## config.mk

```make
export PLATFORM = sky130hd
export DESIGN_NAME = pe_wb_collector
export DESIGN_NICKNAME = d
export VERILOG_FILES = /design/src/rtl/poly_arith_pkg.sv /design/src/rtl/sync_fifo.sv /design/src/rtl/pe_wb_collector.sv
export SDC_FILE = /design/constraint.sdc
export NUM_CORES = 1
export LEC_CHECK = 0
export ABC_AREA = 0
export BUFFER_PORTS_ARGS = -buffer_cell sky130_fd_sc_hd__buf_2
export CAP_MARGIN = 20
export CORE_ASPECT_RATIO = 1.25
export CORE_UTILIZATION = 55
export DETAILED_ROUTE_END_ITERATION = 10
export GPL_TIMING_DRIVEN = 1
export HOLD_SLACK_MARGIN = 0.06
export PLACE_DENSITY = 0.81
export SETUP_SLACK_MARGIN = 0.02
export SYNTH_ARGS = -nofsm -noshare
export SYNTH_HDL_FRONTEND = slang
export SYNTH_HIERARCHICAL = 1
export SYNTH_SLANG_ARGS = --single-unit
```

## constraint.sdc

```tcl
create_clock -name clk -period 13.55 [get_ports clk]
set_clock_uncertainty 0.15 [all_clocks]
set_input_delay 1.355 -clock clk [delete_from_list [all_inputs] [get_ports clk]]
set_output_delay 1.355 -clock clk [all_outputs]
set_load 0.1 [all_outputs]
```

## src/rtl/poly_arith_pkg.sv

```systemverilog
// Shared types for the polynomial arithmetic datapath: coefficient type,
// write-back pair layout and write-back FSM states.
package poly_arith_pkg;

    localparam int COEFF_WIDTH   = 12;
    localparam int WB_FIFO_DEPTH = 8;

    typedef logic [COEFF_WIDTH-1:0] coeff_t;

    // v in the upper half, u in the lower half of a memory pair word
    typedef struct packed {
        coeff_t v;
        coeff_t u;
    } wb_pair_t;

    typedef enum logic [1:0] {
        IDLE = 2'd0,
        RUN  = 2'd1,
        DONE = 2'd2
    } wb_state_e;

endpackage

```

## src/rtl/sync_fifo.sv

```systemverilog
// Single-clock FIFO with a registered head word, so the consumer never sees
// a combinational path from din_i. DEPTH must be a power of two.
module sync_fifo #(
    parameter int DWIDTH = 24,
    parameter int DEPTH  = 8
) (
    input  logic                     clk,
    input  logic                     rst,
    input  logic                     push_i,
    input  logic [DWIDTH-1:0]        din_i,
    input  logic                     pop_i,
    output logic [DWIDTH-1:0]        head_o,
    output logic                     full_o,
    output logic                     empty_o,
    output logic [$clog2(DEPTH):0]   count_o
);

    localparam int PW = $clog2(DEPTH);
    localparam int CW = PW + 1;

    logic [DWIDTH-1:0] mem_q [DEPTH];
    logic [PW-1:0]     rd_ptr_q, rd_ptr_d, wr_ptr_q, wr_ptr_d;
    logic [CW-1:0]     count_q, count_d;
    logic [DWIDTH-1:0] head_q, head_d;
    logic              do_push, do_pop;

    assign empty_o = (count_q == '0);
    assign full_o  = (count_q == CW'(DEPTH));
    assign count_o = count_q;
    assign head_o  = head_q;

    assign do_pop  = pop_i && !empty_o;
    assign do_push = push_i && (!full_o || do_pop);

    always_comb begin
        rd_ptr_d = rd_ptr_q;
        wr_ptr_d = wr_ptr_q;
        count_d  = count_q + CW'(do_push) - CW'(do_pop);
        head_d   = head_q;
        if (do_pop)  rd_ptr_d = rd_ptr_q + PW'(1);
        if (do_push) wr_ptr_d = wr_ptr_q + PW'(1);
        // Head is refreshed either from the incoming word (FIFO about to be
        // empty otherwise) or from the next stored entry.
        if (do_push && (count_q == '0 || (do_pop && count_q == CW'(1))))
            head_d = din_i;
        else if (do_pop && count_q > CW'(1))
            head_d = mem_q[rd_ptr_q + PW'(1)];
    end

    always_ff @(posedge clk) begin
        if (do_push) mem_q[wr_ptr_q] <= din_i;
    end

    always_ff @(posedge clk or negedge rst) begin
        if (!rst) begin
            rd_ptr_q <= '0;
            wr_ptr_q <= '0;
            count_q  <= '0;
            head_q   <= '0;
        end else begin
            rd_ptr_q <= rd_ptr_d;
            wr_ptr_q <= wr_ptr_d;
            count_q  <= count_d;
            head_q   <= head_d;
        end
    end

endmodule

```

## src/rtl/pe_wb_collector.sv

```systemverilog
// Write-back collector behind a non-stallable butterfly PE: buffers (u, v)
// pairs and drains them to sequential pair addresses of the polynomial memory.
module pe_wb_collector
    import poly_arith_pkg::*;
#(
    parameter int FIFO_DEPTH = WB_FIFO_DEPTH,
    parameter int ADDR_WIDTH = 7,
    parameter int CNT_WIDTH  = 8
) (
    input  logic                     clk,
    input  logic                     rst,
    input  logic                     start_i,
    input  logic [ADDR_WIDTH-1:0]    base_addr_i,
    input  logic [CNT_WIDTH-1:0]     len_i,
    input  coeff_t                   u_i,
    input  coeff_t                   v_i,
    input  logic                     valid_i,
    output logic                     wr_en_o,
    output logic [ADDR_WIDTH-1:0]    wr_addr_o,
    output logic [2*COEFF_WIDTH-1:0] wr_data_o,
    input  logic                     wr_ready_i,
    output logic                     busy_o,
    output logic                     done_o,
    output logic                     overflow_o,
    output logic                     stray_o
);

    localparam int FCW = $clog2(FIFO_DEPTH) + 1;

    wb_state_e             state_q, state_d;
    logic [ADDR_WIDTH-1:0] addr_q, addr_d;
    logic [CNT_WIDTH-1:0]  remaining_q, remaining_d;
    logic [CNT_WIDTH-1:0]  push_left_q, push_left_d;
    logic                  overflow_q, overflow_d;
    logic                  stray_q, stray_d;

    wb_pair_t              push_pair;
    logic [$bits(wb_pair_t)-1:0] fifo_head;
    logic                  fifo_full, fifo_empty;
    logic [FCW-1:0]        fifo_count;
    logic                  want_push, fifo_push, commit;

    assign push_pair = '{v: v_i, u: u_i};

    assign wr_en_o    = (state_q == RUN) && !fifo_empty;
    assign wr_addr_o  = addr_q;
    assign wr_data_o  = fifo_head;
    assign busy_o     = (state_q != IDLE);
    assign done_o     = (state_q == DONE);
    assign overflow_o = overflow_q;
    assign stray_o    = stray_q;

    assign commit    = wr_en_o && wr_ready_i;
    // Pushes are budgeted separately from commits so surplus PE output is
    // flagged as stray instead of being written past the programmed length.
    assign want_push = valid_i && (state_q == RUN) && (push_left_q != '0);
    assign fifo_push = want_push && (fifo_count != FCW'(FIFO_DEPTH) || commit);

    sync_fifo #(
        .DWIDTH ($bits(wb_pair_t)),
        .DEPTH  (FIFO_DEPTH)
    ) u_fifo (
        .clk     (clk),
        .rst     (rst),
        .push_i  (fifo_push),
        .din_i   (push_pair),
        .pop_i   (commit),
        .head_o  (fifo_head),
        .full_o  (fifo_full),
        .empty_o (fifo_empty),
        .count_o (fifo_count)
    );

    always_comb begin
        state_d     = state_q;
        addr_d      = addr_q;
        remaining_d = remaining_q;
        push_left_d = push_left_q;
        overflow_d  = overflow_q;
        stray_d     = stray_q;
        unique case (state_q)
            IDLE: begin
                if (start_i) begin
                    addr_d      = base_addr_i;
                    remaining_d = len_i;
                    push_left_d = len_i;
                    overflow_d  = 1'b0;
                    stray_d     = 1'b0;
                    state_d     = (len_i == '0) ? DONE : RUN;
                end
                if (valid_i) stray_d = 1'b1;
            end
            RUN: begin
                if (commit) begin
                    addr_d      = addr_q + ADDR_WIDTH'(1);
                    remaining_d = remaining_q - CNT_WIDTH'(1);
                    if (remaining_q == CNT_WIDTH'(1)) state_d = DONE;
                end
                if (fifo_push) push_left_d = push_left_q - CNT_WIDTH'(1);
                if (valid_i && push_left_q == '0) stray_d = 1'b1;
                if (want_push && fifo_full && !commit) overflow_d = 1'b1;
            end
            DONE: begin
                state_d = IDLE;
                if (valid_i) stray_d = 1'b1;
            end
            default: state_d = IDLE;
        endcase
    end

    always_ff @(posedge clk or negedge rst) begin
        if (!rst) begin
            state_q     <= IDLE;
            addr_q      <= '0;
            remaining_q <= '0;
            push_left_q <= '0;
            overflow_q  <= 1'b0;
            stray_q     <= 1'b0;
        end else begin
            state_q     <= state_d;
            addr_q      <= addr_d;
            remaining_q <= remaining_d;
            push_left_q <= push_left_d;
            overflow_q  <= overflow_d;
            stray_q     <= stray_d;
        end
    end

endmodule

```

# Word-level counts from Yosys, hierarchy flattened
# Memories as Yosys holds them, arrays and structs flattened.
# Cells that the tools add are included.
totals:
  reg_bits: 61
  ramBits: 192
  input_bits: 44
  elab_cells: 90
  mem_count: 1
memory_table:
  columns: ["name", "depth", "width", "read_ports", "rd_ports_with_merged_regs", "write_ports", "line_no", "rtl"]
  rows:
  - ["u_fifo.mem_q", 8, 24, 1, 0, 1, "sync_fifo.sv:21", "logic [DWIDTH-1:0] mem_q [DEPTH];"]
classes:
  n_addsub: 7
  magnitude_cmp: 1
  n_eq_ne: 14
  muxes: 24
  n_reduce_logical: 33
op_table:
  columns: ["cell", "n"]
  rows:
  - ["$mux 24", 2]
  - ["$pmux 8 s2", 2]
  - ["$mux 8", 3]
  - ["$logic_not 8->1", 2]
  - ["$sub 8x1->8 const B", 2]
  - ["$mux 7", 2]
  - ["$pmux 7 s2", 1]
  - ["$logic_and 1x1->1", 13]
  - ["$reduce_and 3->1", 4]
  - ["$eq 8x1->1 const B", 1]
  - ["$mux 2", 4]
  - ["$ne 2x1->1 const B", 4]
  - ["$reduce_bool 8->1", 1]
  - ["$add 7x1->7 const B", 1]
  - ["$mux 1", 7]
  - ["$add 3x1->3 const B", 2]
  - ["$ne 2x2->1 const B", 3]
  - ["$reduce_bool 2->1", 3]
  - ["$add 4x1->4", 1]
  - ["$eq 4x1->1 const B", 1]
  - ["$eq 4x4->1 const B", 1]
  - ["$gt 4x1->1 const B", 1]
  - ["$logic_not 4->1", 1]
  - ["$ne 4x4->1 const B", 1]
  - ["12 further kinds", 16]

# Depth between registers and ports, before layout
# Gate-level depths: netlist (run 1).
depth:
  depth_word: 9
  ltp_mapped: 14
  mapped_depth_nobuf: 13

# Cells and area by module
# The synthesis (run 1) kept the hierarchy.
by_module_without_submodules:
  columns: ["module", "instances", "cells_each", "area_each_um2", "seq_area_each_um2"]
  rows:
  - ["sync_fifo", 1, 616, 9292.7, 6616.3]
  - ["pe_wb_collector", 1, 220, 1859.3, 675.6]

# Worst setup path after synthesis (run 1)
# No wires, ideal clock.
synth_path:
  path_kind: "input to register"
  startpoint: "input wr_ready_i"
  endpoint: "memory u_fifo.mem_q[1][0], enable pin"
  setup_ns: 0.435
  arrival_time_ns: 4.387
  path_slack_ns: 8.577
  path_stages: 8
  path_buffers: 1
  cell_sequence: "and3b_1 clkbuf_1 nor4_4 nor3_1 inv_1 a21o_1 or2_1 nor3_1"
synth_between:
  elab_chain_cells: 6
synth_rtl:
  columns: ["item", "line_no", "rtl"]
  rows:
  - ["from (decl)", "pe_wb_collector.sv:21", "input logic wr_ready_i,"]
  - ["$logic_and 1x1->1", "pe_wb_collector.sv:53", "assign commit = wr_en_o && wr_ready_i;"]
  - ["net commit", "pe_wb_collector.sv:41", "logic want_push, fifo_push, commit;"]
  - ["$logic_or 1x1->1", "pe_wb_collector.sv:57", "assign fifo_push = want_push && (fifo_count != FCW'(FIFO_DEPTH) || commit);"]
  - ["$logic_and 1x1->1", "pe_wb_collector.sv:57", null]
  - ["net fifo_push", "pe_wb_collector.sv:41", null]
  - ["$logic_and 1x1->1", "sync_fifo.sv:33", "assign do_push = push_i && (!full_o || do_pop);"]
  - ["$mux 1", "sync_fifo.sv:51", "if (do_push) mem_q[wr_ptr_q] <= din_i;"]
  - ["$mux 1 (not written as such)", "sync_fifo.sv:51", null]
  - ["to (decl)", "sync_fifo.sv:21", null]
# The timed path passes the listed nets, and every way through them passes these cells.

# Final worst setup path (run 1)
layout_path:
  startpoint: "register state_q[1]"
  endpoint: "output wr_en_o"
layout_between:
  elab_chain_cells: 2
layout_rtl:
  columns: ["item", "line_no", "rtl"]
  rows:
  - ["from (decl)", "pe_wb_collector.sv:30", "wb_state_e state_q, state_d;"]
  - ["from (signal assigned)", "pe_wb_collector.sv:120", "state_q <= state_d;"]
  - ["$eq 2x1->1", "pe_wb_collector.sv:45", "assign wr_en_o = (state_q == RUN) && !fifo_empty;"]
  - ["$logic_and 1x1->1", "pe_wb_collector.sv:45", null]
  - ["to (decl)", "pe_wb_collector.sv:18", "output logic wr_en_o,"]
# Every way passes these cells.

==> results.txt, run 1 <==
----------------------------------------------------
[Critical path]
  Origin of the critical flop-to-flop path ... state_q[1]
  CP Launch Type ... flop
  Worst Path Max Fanout ... 27
  Crit path arrival time ... 2.84 ns
  Endpoint kind of the worst setup timing path ... primary output
  Type of the worst setup path ... flop to primary output
  Data required time of the critical path ... 12.05 ns
  Source of the critical timing path ... state_q[1]

[Route]
  Via/cell ratio ... between 6 and 7
  Number of detailed-routing iterations run before antenna repair ... 5
  DRC violation count after routing ... 0
  Post-route ant nets ... 0
  Detailed-route via count ... a little over 7,000
  Final wirelength ... 23,300 um
  Starting DRT DRC Count ... 497
  DR WL/cell ... about 20 um

[Hold path]
  Type of the tightest min-delay check ... flop to flop
  Hold path startpoint ... overflow_o

[Die]
  Num ports ... 80
  Number of placement rows ... 57
  Floorplan Core Area ... slightly below 20,000 um2
  Die area ... roughly 21,000 um2
  Vertical die dimension ... ~160 um
  Starting density of the core ... 0.567
  Die W ... 129 um

[Timing]
  Slew Limit Headroom ... 0.292
  Post-route setup slack ... just over 9 ns
  Setup repair after global routing missed its margin ... no
  Crit path time final ... roughly 4.3 ns
  Number of slew-limit violations in the final report ... 0
  Max Clk Rate ... 0.230 GHz
  Endpoints failing setup ... 0
  Final-report hold violation count ... 0
  Slew at the pin with the worst max-slew slack ... between 1 and 1.5 ns
  TNS Setup ... 0 ns
  Fin crit share ... 0.321

[Flow run]
  Max-capacitance violation count ... 0

[Clocking]
  H-tree levels ... 1
  Maximum number of buffers from clock root to sink ... 3
  Clk Latency, worst-skew pair ... slightly above 0.5 ns
  Post-CTS setup buffers ... 0
  Inserted Clock Buffers ... 24
  Quantity of gates resized following cts ... 0
  Post-CTS Hold Fix Bufs ... 0
  CTS clk-pin slew, worst paths ... 0.06 ns
  Root Buffer ... clkbuf_16
  Clock Sinks ... 253
  Clock tree from TritonCTS ... done

[Finish]
  Area Growth Syn to Fin ... 13.0%
  Fin area ... 12,600 um2
  Commonest cells after routing, fill and taps aside ... edfxtp_1, mux2i_1, nand3_1, buf_2, dfrtp_1
  Final core area utilization ... 0.640
  Most common cell after layout, fill and taps aside ... edfxtp_1
  Final #Nets ... ~970
  Fraction of final layout cells with drive strength greater than 1 ... 0.168

[Global route]
  Antenna violations before repair ... 1
  Number of global-route vias before repair ... 7,000
  Total congestion overflow ... 0
  Pin count of the biggest net entering global routing ... a little over 60
  Total global routing track utilization ... 0.227
  First-pass GRT wire length ... 36,300 um

[Logic synthesis]
  Share of synthesized area occupied by flip-flops and latches ... 0.654
  Yosys warnings ... 6
  Number of enable-type register cells in the synthesized netlist ... between 150 and 200
  Post-Syn Instances ... between 800 and 900
  Yosys reg bits ... between 200 and 300
  Mapped cell area ... 11,200 um2
  Syn_area_per_cell ... ~13 um2
  Fraction of registers with async set/reset ... 0.241
  Post-synthesis cell type count ... 52
  Most common flop cell mapped by yosys ... edfxtp_1
  Synthesized Nets ... roughly 900

[Placement]
  Placed inst area ... around 12,000 um2
  Hpwl dp ... between 10,000 and 15,000 um
  Final weighted congestion in routability-driven placement ... 0.848
  Port Buffers ... between 70 and 80
  Worst setup slack before clock tree synthesis ... about 9 ns

[Outcome]
  Status ... complete, no violations

----------------------------------------------------
[cell usage after synthesis (all sizes together), types with 6 or more instances]
library cell  number  share of area
edfxtp           192           0.52
nor2              28         0.0094
o21ai             18         0.0098
nand4             26          0.015
nand2             45          0.015
inv               47          0.016
a21oi             15         0.0067
dfrtp             61           0.14
buf               29          0.018
mux2i            106          0.095
ha                17          0.019
nand3            106          0.048
o22ai              8         0.0045
a22oi             10         0.0067
nor3              18         0.0081
or3                7         0.0039
o221ai            24          0.019
nand2b            13         0.0073
clkbuf            19         0.0064
nor4               6         0.0047
[stage by stage]
step	instances	hold slack, ns
global placement	1148	0.324
finish	1193	0.363
floorplan	836	0.318
CTS	1191	0.364
detailed placement	1148	0.346
global route	1191	0.403
[critical path: stages (launching register included)]
cell,delay [ns]
dfrtp_1,0.39
inv_1,0.10
ha_1,0.16
buf_4,0.24
clkinv_1,0.65
nor2_1,0.32
buf_2,0.46
[cells by family after synthesis]
kind of cell / count (synthesis) / synth area share
and+or+nand+nor: 263 / 0.122
muxes: 111 / 0.100
xor gates and xnor gates: 7 / 0.00550
buffers and inverters: 96 / 0.0404
AOI/OAI and AO/OA: 88 / 0.0576
adders and majority gates: 18 / 0.0209
DFF: 253 / 0.654
[sequential cells by signal (all words and copies together), names as in the netlist]
| register | flops |
|---|---|
| u_fifo/head_o | 24 |
| stray_o | 1 |
| remaining_q | 8 |
| u_fifo/count_o | 4 |
| u_fifo/rd_ptr_q | 3 |
| overflow_o | 1 |
| state_q | 2 |
| u_fifo/wr_ptr_q | 3 |
| wr_addr_o | 7 |
| u_fifo/mem_q | 192 |
| push_left_q | 8 |
[final cells by class]
type / instances / area (um2)
multi-input combinational: 487 / 3470
tap: 265 / 332
clock buffer: 35 / 683
antenna: 2 / 5.00
clock inverter: 8 / 119
sequential: 253 / 7290
inverter: 48 / 180
fill: 1472 / 7080
timing repair buffer: 95 / 515
[final timing paths]
check / slack [ns] / end / depth (start not counted)
setup / recovery: 9.20 / wr_en_o / 6
hold / removal: 0.36 / overflow_o / 2
setup reg to reg: 9.24 / u_fifo/mem_q[0][14] / 10
hold reg to reg: 0.36 / overflow_o / 2
max in group asynchronous: 11.71 / u_fifo/rd_ptr_q[0] / 2
min in group asynchronous: 0.88 / remaining_q[3] / 2
[metal layers]
layer / vias up / part of all wire / GRT usage
met5: - / 0 / 0
met4: 0 / 0.024 / 0.0642
met3: 48 / 0.069 / 0.0341
met2: 285 / 0.51 / 0.410
met1: 3531 / 0.39 / 0.281
li1: 3304 / - / -
Power of run 1 is not shown: default switching activity piles up to over one toggle a cycle in this logic, so the estimate is an artifact.
==> run 2: changes to the inputs <==
--- a/config.mk
+++ b/config.mk
@@ -9,11 +9,11 @@
 export BUFFER_PORTS_ARGS = -buffer_cell sky130_fd_sc_hd__buf_2
 export CAP_MARGIN = 20
 export CORE_ASPECT_RATIO = 1.25
-export CORE_UTILIZATION = 55
+export CORE_UTILIZATION = 54
 export DETAILED_ROUTE_END_ITERATION = 10
 export GPL_TIMING_DRIVEN = 1
 export HOLD_SLACK_MARGIN = 0.06
-export PLACE_DENSITY = 0.81
+export PLACE_DENSITY = 0.82
 export SETUP_SLACK_MARGIN = 0.02
 export SYNTH_ARGS = -nofsm -noshare
 export SYNTH_HDL_FRONTEND = slang
==> constraint.sdc (replaced) <==
create_clock -name clk -period 4 [get_ports clk]
set_clock_uncertainty 0.15 [all_clocks]
set_input_delay 0.4 -clock clk [delete_from_list [all_inputs] [get_ports clk]]
set_output_delay 0.4 -clock clk [all_outputs]
set_load 0.1 [all_outputs]
==> results.txt, run 2 (synthesis gave the netlist of run 1 again) <==
----------------------------------------------------
[Timing]
  Fin crit share ... 0.917
  Crit path time final ... approximately 3.7 ns
  TNS Setup ... 0 ns
  Post-route setup slack ... between 0.3 and 0.4 ns
  Setup repair after global routing missed its margin ... no
  Slew at the pin with the worst max-slew slack ... 0.928 ns
  Number of slew-limit violations in the final report ... 0
  Slew Limit Headroom ... 0.381
  Max Clk Rate ... around 0.27 GHz
  Endpoints failing setup ... 0
  Final-report hold violation count ... 0

[Clocking]
  Inserted Clock Buffers ... 24
  CTS clk-pin slew, worst paths ... 0.06 ns
  Clock tree from TritonCTS ... done
  Maximum number of buffers from clock root to sink ... 3
  H-tree levels ... 1
  Clock Sinks ... 253
  Clk Latency, worst-skew pair ... approximately 0.52 ns
  Root Buffer ... clkbuf_16

[Route]
  Detailed-route via count ... between 7,000 and 8,000
  Post-route ant nets ... 0
  DRC violation count after routing ... 0
  Via/cell ratio ... 5.89
  Number of detailed-routing iterations run before antenna repair ... 6
  DR WL/cell ... between 15 and 20 um
  Final wirelength ... 24,200 um
  Starting DRT DRC Count ... between 500 and 600

[Die]
  Die area ... roughly 21,000 um2
  Number of placement rows ... 58
  Starting density of the core ... 0.553
  Floorplan Core Area ... a little over 20,000 um2
  Die W ... between 100 and 150 um
  Num ports ... 80
  Vertical die dimension ... around 160 um

[Placement]
  Worst setup slack before clock tree synthesis ... 0.212 ns
  Port Buffers ... 79
  Final weighted congestion in routability-driven placement ... around 0.85
  Placed inst area ... approximately 12,000 um2
  Hpwl dp ... roughly 15,000 um

[Critical path]
  Endpoint kind of the worst setup timing path ... flop
  Type of the worst setup path ... flop to flop
  Most used cell, CP ... inv_1
  Crit path arrival time ... between 3 and 4 ns
  Worst path max stage delay ... 0.60 ns
  Worst Path Max Fanout ... 13
  CP Launch Type ... flop
  Data required time of the critical path ... ~4 ns
  Library cell contributing the largest single delay on the critical path ... nor2_2
  Cell breakdown of the critical path ... inv_1 -> ha_1 -> nor3b_2 -> and3b_1 -> nor4_4 -> nor3_1 -> inv_1 -> a21o_1 -> nand2b_1 -> nor2_2 -> buf_8

[Global route]
  Total congestion overflow ... 0
  Global routing met1 resource utilization ... 0.284
  Number of global-route vias before repair ... around 7,400
  First-pass GRT wire length ... approximately 38,000 um
  Met2 usage ... 0.426
  Top Usage Layer GRT ... met2
  Antenna violations before repair ... 0
  Met3 track demand over resource in global routing ... 0.0375
  Pin count of the biggest net entering global routing ... 49
  Total global routing track utilization ... 0.237

[Power and ir drop]
  Switching power ... approximately 5.2 mW
  Proportion of power drawn by the clock network ... 0.186
  Combinational power share ... 0.493
  Largest vdd supply drop ... approximately 670 uV
  Switching Share ... 0.452
  Internal power contribution ... 6.28 mW
  Total power per unit cell area ... about 880 nW/um2
  Relative contribution of sequential cells to total power ... 0.321
  Leakage dissipation ... 5.00 nW

[Finish]
  Commonest cells after routing, fill and taps aside ... edfxtp_1, mux2i_1, nand3_1, buf_2, dfrtp_1
  Number of antenna diodes ... 0
  Register containing the most flip-flops in the final layout ... u_fifo/mem_q
  Final-layout fill cell count ... approximately 1,500
  Area Growth Syn to Fin ... 16.8%
  Final #Nets ... 1,015
  Most common cell after layout, fill and taps aside ... edfxtp_1
  Flip-flop count of the largest register after layout ... between 150 and 200
  Final core area utilization ... 0.645
  Fin area ... around 13,000 um2
  Fraction of final layout cells with drive strength greater than 1 ... 0.169

[Flow run]
  Max-capacitance violation count ... 0

[Hold path]
  Type of the tightest min-delay check ... primary input to flop

[Outcome]
  Status ... complete, no violations

----------------------------------------------------
-- run 2: cell types whose count changed in the layout (fill, tap and decap cells not counted), moves of 2 or more --
cell           change
nor3_2             -2
clkinv_1           +3
buf_12             +2
clkbuf_8           -2
nor3_4             +2
bufinv_16          -2
buf_4              +7
dlygate4sd3_1     +33
diode_2            -2
-- run 2: area by class of cell --
cell class / instances / area [um2] / area share
flip-flops and latches: 253 / 7290 / 0.560
multi-input cells: 487 / 3490 / 0.268
repair buffers: 139 / 981 / 0.0753
clock buffers: 34 / 659 / 0.0506
well taps: 270 / 338 / 0.0259
inverters: 48 / 180 / 0.0138
clock inverters: 10 / 77.6 / 0.00596
-- run 2: power groups by stage --
stage / combinational, mW / sequential, mW / clock [mW]
3_3_place_gp: 5.49 / 3.69 / 0
4_1_cts: 5.63 / 3.67 / 2.17
6_report: 5.66 / 3.68 / 2.13
5_1_grt: 6.04 / 3.74 / 2.27
3_5_place_dp: 5.57 / 3.72 / 0
2_1_floorplan: 3.37 / 4.80 / 0
-- run 2: routing by layer --
layer  routed length (um)  up-vias  part of all wire
li1                     -     3387                 -
met1                 9110     3585              0.38
met2                13100      289              0.54
met3                 1480       45             0.061
met4                  532        0             0.022
met5                    0        -                 0
-- run 2: timing repair --
item                                    in CTS  in global routing
endpoints found under the hold margin      171                  0
hold buffers                                33                  0
buffers inserted                             0                  0
gates resized for setup                      0                  1
endpoints found under the setup margin       0                 12
-- run 2: worst paths after layout --
check	startpoint	slack, ns	to	cells past startpoint
max	u_fifo/count_o[2]	0.33	u_fifo/mem_q[6][9]	11
min	v_i[4]	0.07	u_fifo/mem_q[0][16]	1
max reg2reg	u_fifo/count_o[2]	0.33	u_fifo/mem_q[6][9]	11
min reg2reg	overflow_o	0.37	overflow_o	2
max in group asynchronous	rst	2.41	u_fifo/count_o[1]	3
min in group asynchronous	rst	0.33	remaining_q[4]	2
-- run 2: metrics by stage --
stage          power (mW)  cells  hold slack [ns]
2_1_floorplan        8.17    836          -0.0456
3_3_place_gp         9.19   1162            0.326
3_5_place_dp         9.29   1164            0.348
4_1_cts              11.5   1241           0.0604
5_1_grt              12.0   1241           0.0619
6_report             11.5   1241           0.0702
-- run 2: critical path: cells and delay by family (launching register included) --
| family | cells | cell delay, ns |
|---|---|---|
| and+or+nand+nor | 6 | 1.89 |
| DFF | 1 | 0.41 |
| adders and majority gates | 1 | 0.24 |
| AOI/OAI and AO/OA | 1 | 0.22 |
| buffers and inverters | 3 | 0.45 |
Power figures use the tool's default switching activity.
==> run 3: changes to the inputs <==
--- a/config.mk
+++ b/config.mk
@@ -12,10 +12,11 @@
 export CORE_UTILIZATION = 54
 export DETAILED_ROUTE_END_ITERATION = 10
 export GPL_TIMING_DRIVEN = 1
-export HOLD_SLACK_MARGIN = 0.06
+export HOLD_SLACK_MARGIN = 0.1
 export PLACE_DENSITY = 0.82
 export SETUP_SLACK_MARGIN = 0.02
 export SYNTH_ARGS = -nofsm -noshare
 export SYNTH_HDL_FRONTEND = slang
 export SYNTH_HIERARCHICAL = 1
 export SYNTH_SLANG_ARGS = --single-unit
+export TNS_END_PERCENT = 1
==> constraint.sdc (replaced) <==
create_clock -name clk -period 4 [get_ports clk]
set_clock_uncertainty 0.15 [all_clocks]
set_input_delay 0.6 -clock clk [delete_from_list [all_inputs] [get_ports clk]]
set_output_delay 0.6 -clock clk [all_outputs]
set_load 0.1 [all_outputs]
==> results.txt, run 3 (synthesis gave the netlist of run 1 again) <==
----------------------------------------------------
[Outcome]
  Status ... complete, no violations

[Critical path]
  CP Launch Type ... flop
  Origin of the critical flop-to-flop path ... u_fifo/count_o[2]
  Source of the critical timing path ... u_fifo/count_o[2]
  Type of the worst setup path ... flop to flop
  Reg2Reg Setup Slack ... 0.66 ns
  R2r endpoint ... u_fifo/count_o[1]
  Logic depth of the worst register-to-register path ... 13
  Endpoint of the worst setup timing path ... u_fifo/count_o[1]
  Crit path arrival time ... 3.64 ns
  Worst Path Max Fanout ... 9
  Data required time of the critical path ... 4.30 ns
  Endpoint kind of the worst setup timing path ... flop

[Route]
  Detailed-route via count ... 7,296
  Starting DRT DRC Count ... around 600
  DR WL/cell ... 19.8 um
  Via/cell ratio ... about 6.0
  Post-route ant nets ... 0
  Number of detailed-routing iterations run before antenna repair ... 5
  DRC violation count after routing ... 0
  Final wirelength ... about 24,000 um

[Die]
  Die W ... roughly 130 um
  Num ports ... 80
  Number of placement rows ... 58
  Vertical die dimension ... 163 um
  Die area ... around 21,000 um2
  Floorplan Core Area ... just over 20,000 um2
  Starting density of the core ... 0.553

[Finish]
  Register containing the most flip-flops in the final layout ... u_fifo/mem_q
  Area Growth Syn to Fin ... 13.8%
  Final-layout fill cell count ... 1,530
  Flip-flop count of the largest register after layout ... around 190
  Most common cell after layout, fill and taps aside ... edfxtp_1
  Fraction of final layout cells with drive strength greater than 1 ... 0.182
  Final #Nets ... approximately 980
  Layout Cells excl Fill ... approximately 1,200
  Commonest cells after routing, fill and taps aside ... edfxtp_1, mux2i_1, nand3_1, buf_2, dfrtp_1

[Flow run]
  Max-capacitance violation count ... 0

[Global route]
  Total global routing track utilization ... 0.235
  Pin count of the biggest net entering global routing ... 50
  First-pass GRT wire length ... approximately 38,000 um
  Total congestion overflow ... 0
  Number of global-route vias before repair ... roughly 7,400
  Antenna violations before repair ... 2

[Timing]
  Max Clk Rate ... 0.299 GHz
  Number of slew-limit violations in the final report ... 0
  Final-report hold violation count ... 0
  Crit path time final ... 3.34 ns
  Slew Limit Headroom ... 0.309
  Slew at the pin with the worst max-slew slack ... a little over 1 ns
  Fin crit share ... 0.836
  Endpoints failing setup ... 0
  Setup repair after global routing missed its margin ... no

[Hold path]
  Type of the tightest min-delay check ... primary input to flop
  Number of stages on the worst hold path ... 3

[Clocking]
  Clk Latency, worst-skew pair ... ~0.51 ns
  Root Buffer ... clkbuf_16
  Inserted Clock Buffers ... 24
  Quantity of gates resized following cts ... 0
  Maximum number of buffers from clock root to sink ... 3
  H-tree levels ... 1
  Clock tree from TritonCTS ... done
  Clock Sinks ... 253
  CTS clk-pin slew, worst paths ... 0.06 ns

[Placement]
  Port Buffers ... roughly 80
  Hpwl dp ... roughly 15,000 um
  Final weighted congestion in routability-driven placement ... 0.860
  Total placed cells including tap cells ... 1,164

----------------------------------------------------
## run 3: how the worst min path moves through the flow
stage | from | endpoint | slack, ns
final | base_addr_i[3] | wr_addr_o[3] | 0.18
after global routing | base_addr_i[5] | wr_addr_o[5] | 0.19
after CTS | base_addr_i[3] | wr_addr_o[3] | 0.17
after detailed placement | overflow_o | overflow_o | 0.35
after global placement | overflow_o | overflow_o | 0.33
after floorplan | rst | overflow_o | 0.15
## run 3: critical path, stage by stage, from the launching register on
cell and delay (ns):
dfrtp_1 0.42, inv_1 0.14, ha_1 0.20, nor3b_2 0.31, and3b_1 0.26, nor4_4 0.42, nor3_1 0.13, inv_1 0.19
a21o_1 0.20, mux2i_1 0.11, ha_1 0.22, inv_1 0.07, fa_1 0.41, inv_1 0.06
## run 3: repair_timing
action | 4_1_cts | 5_1_grt
endpoints found under the hold margin | 61 | 0
hold buffers | 1 | 0
buffers inserted | 0 | 0
## run 3: through the flow
step	util	hold slack, ns	cell area (um2)	setup TNS (ns)	setup WS, ns
final	0.629	0.183	12700	0	0.657
after global routing	0.629	0.191	12700	0	0.386
after CTS	0.629	0.169	12700	0	0.637
after detailed placement	0.590	0.349	11900	0	0.651
after global placement	0.590	0.326	11900	0	0.752
after floorplan	-	0.154	11200	-11.80	-0.492
## run 3: routing by layer
metal | share of wire | vias to the layer above | global-route usage | wire length, um
met3 | 0.065 | 58 | 0.0391 | 1570
met1 | 0.39 | 3639 | 0.292 | 9350
met2 | 0.52 | 281 | 0.415 | 12500
met4 | 0.027 | 0 | 0.0752 | 640
li1 | - | 3318 | - | -
met5 | 0 | - | 0 | 0
## run 3: cell type report
type	count	area [um2]	area share
multi-input combinational	487	3480	0.274
timing repair buffer	107	621	0.0489
clock buffer	29	641	0.0505
inverter	48	180	0.0142
antenna	2	5.00	0.000394
sequential	253	7290	0.575
clock inverter	15	136	0.0107
tap	270	338	0.0266
Power of run 3 is left out for the same reason.
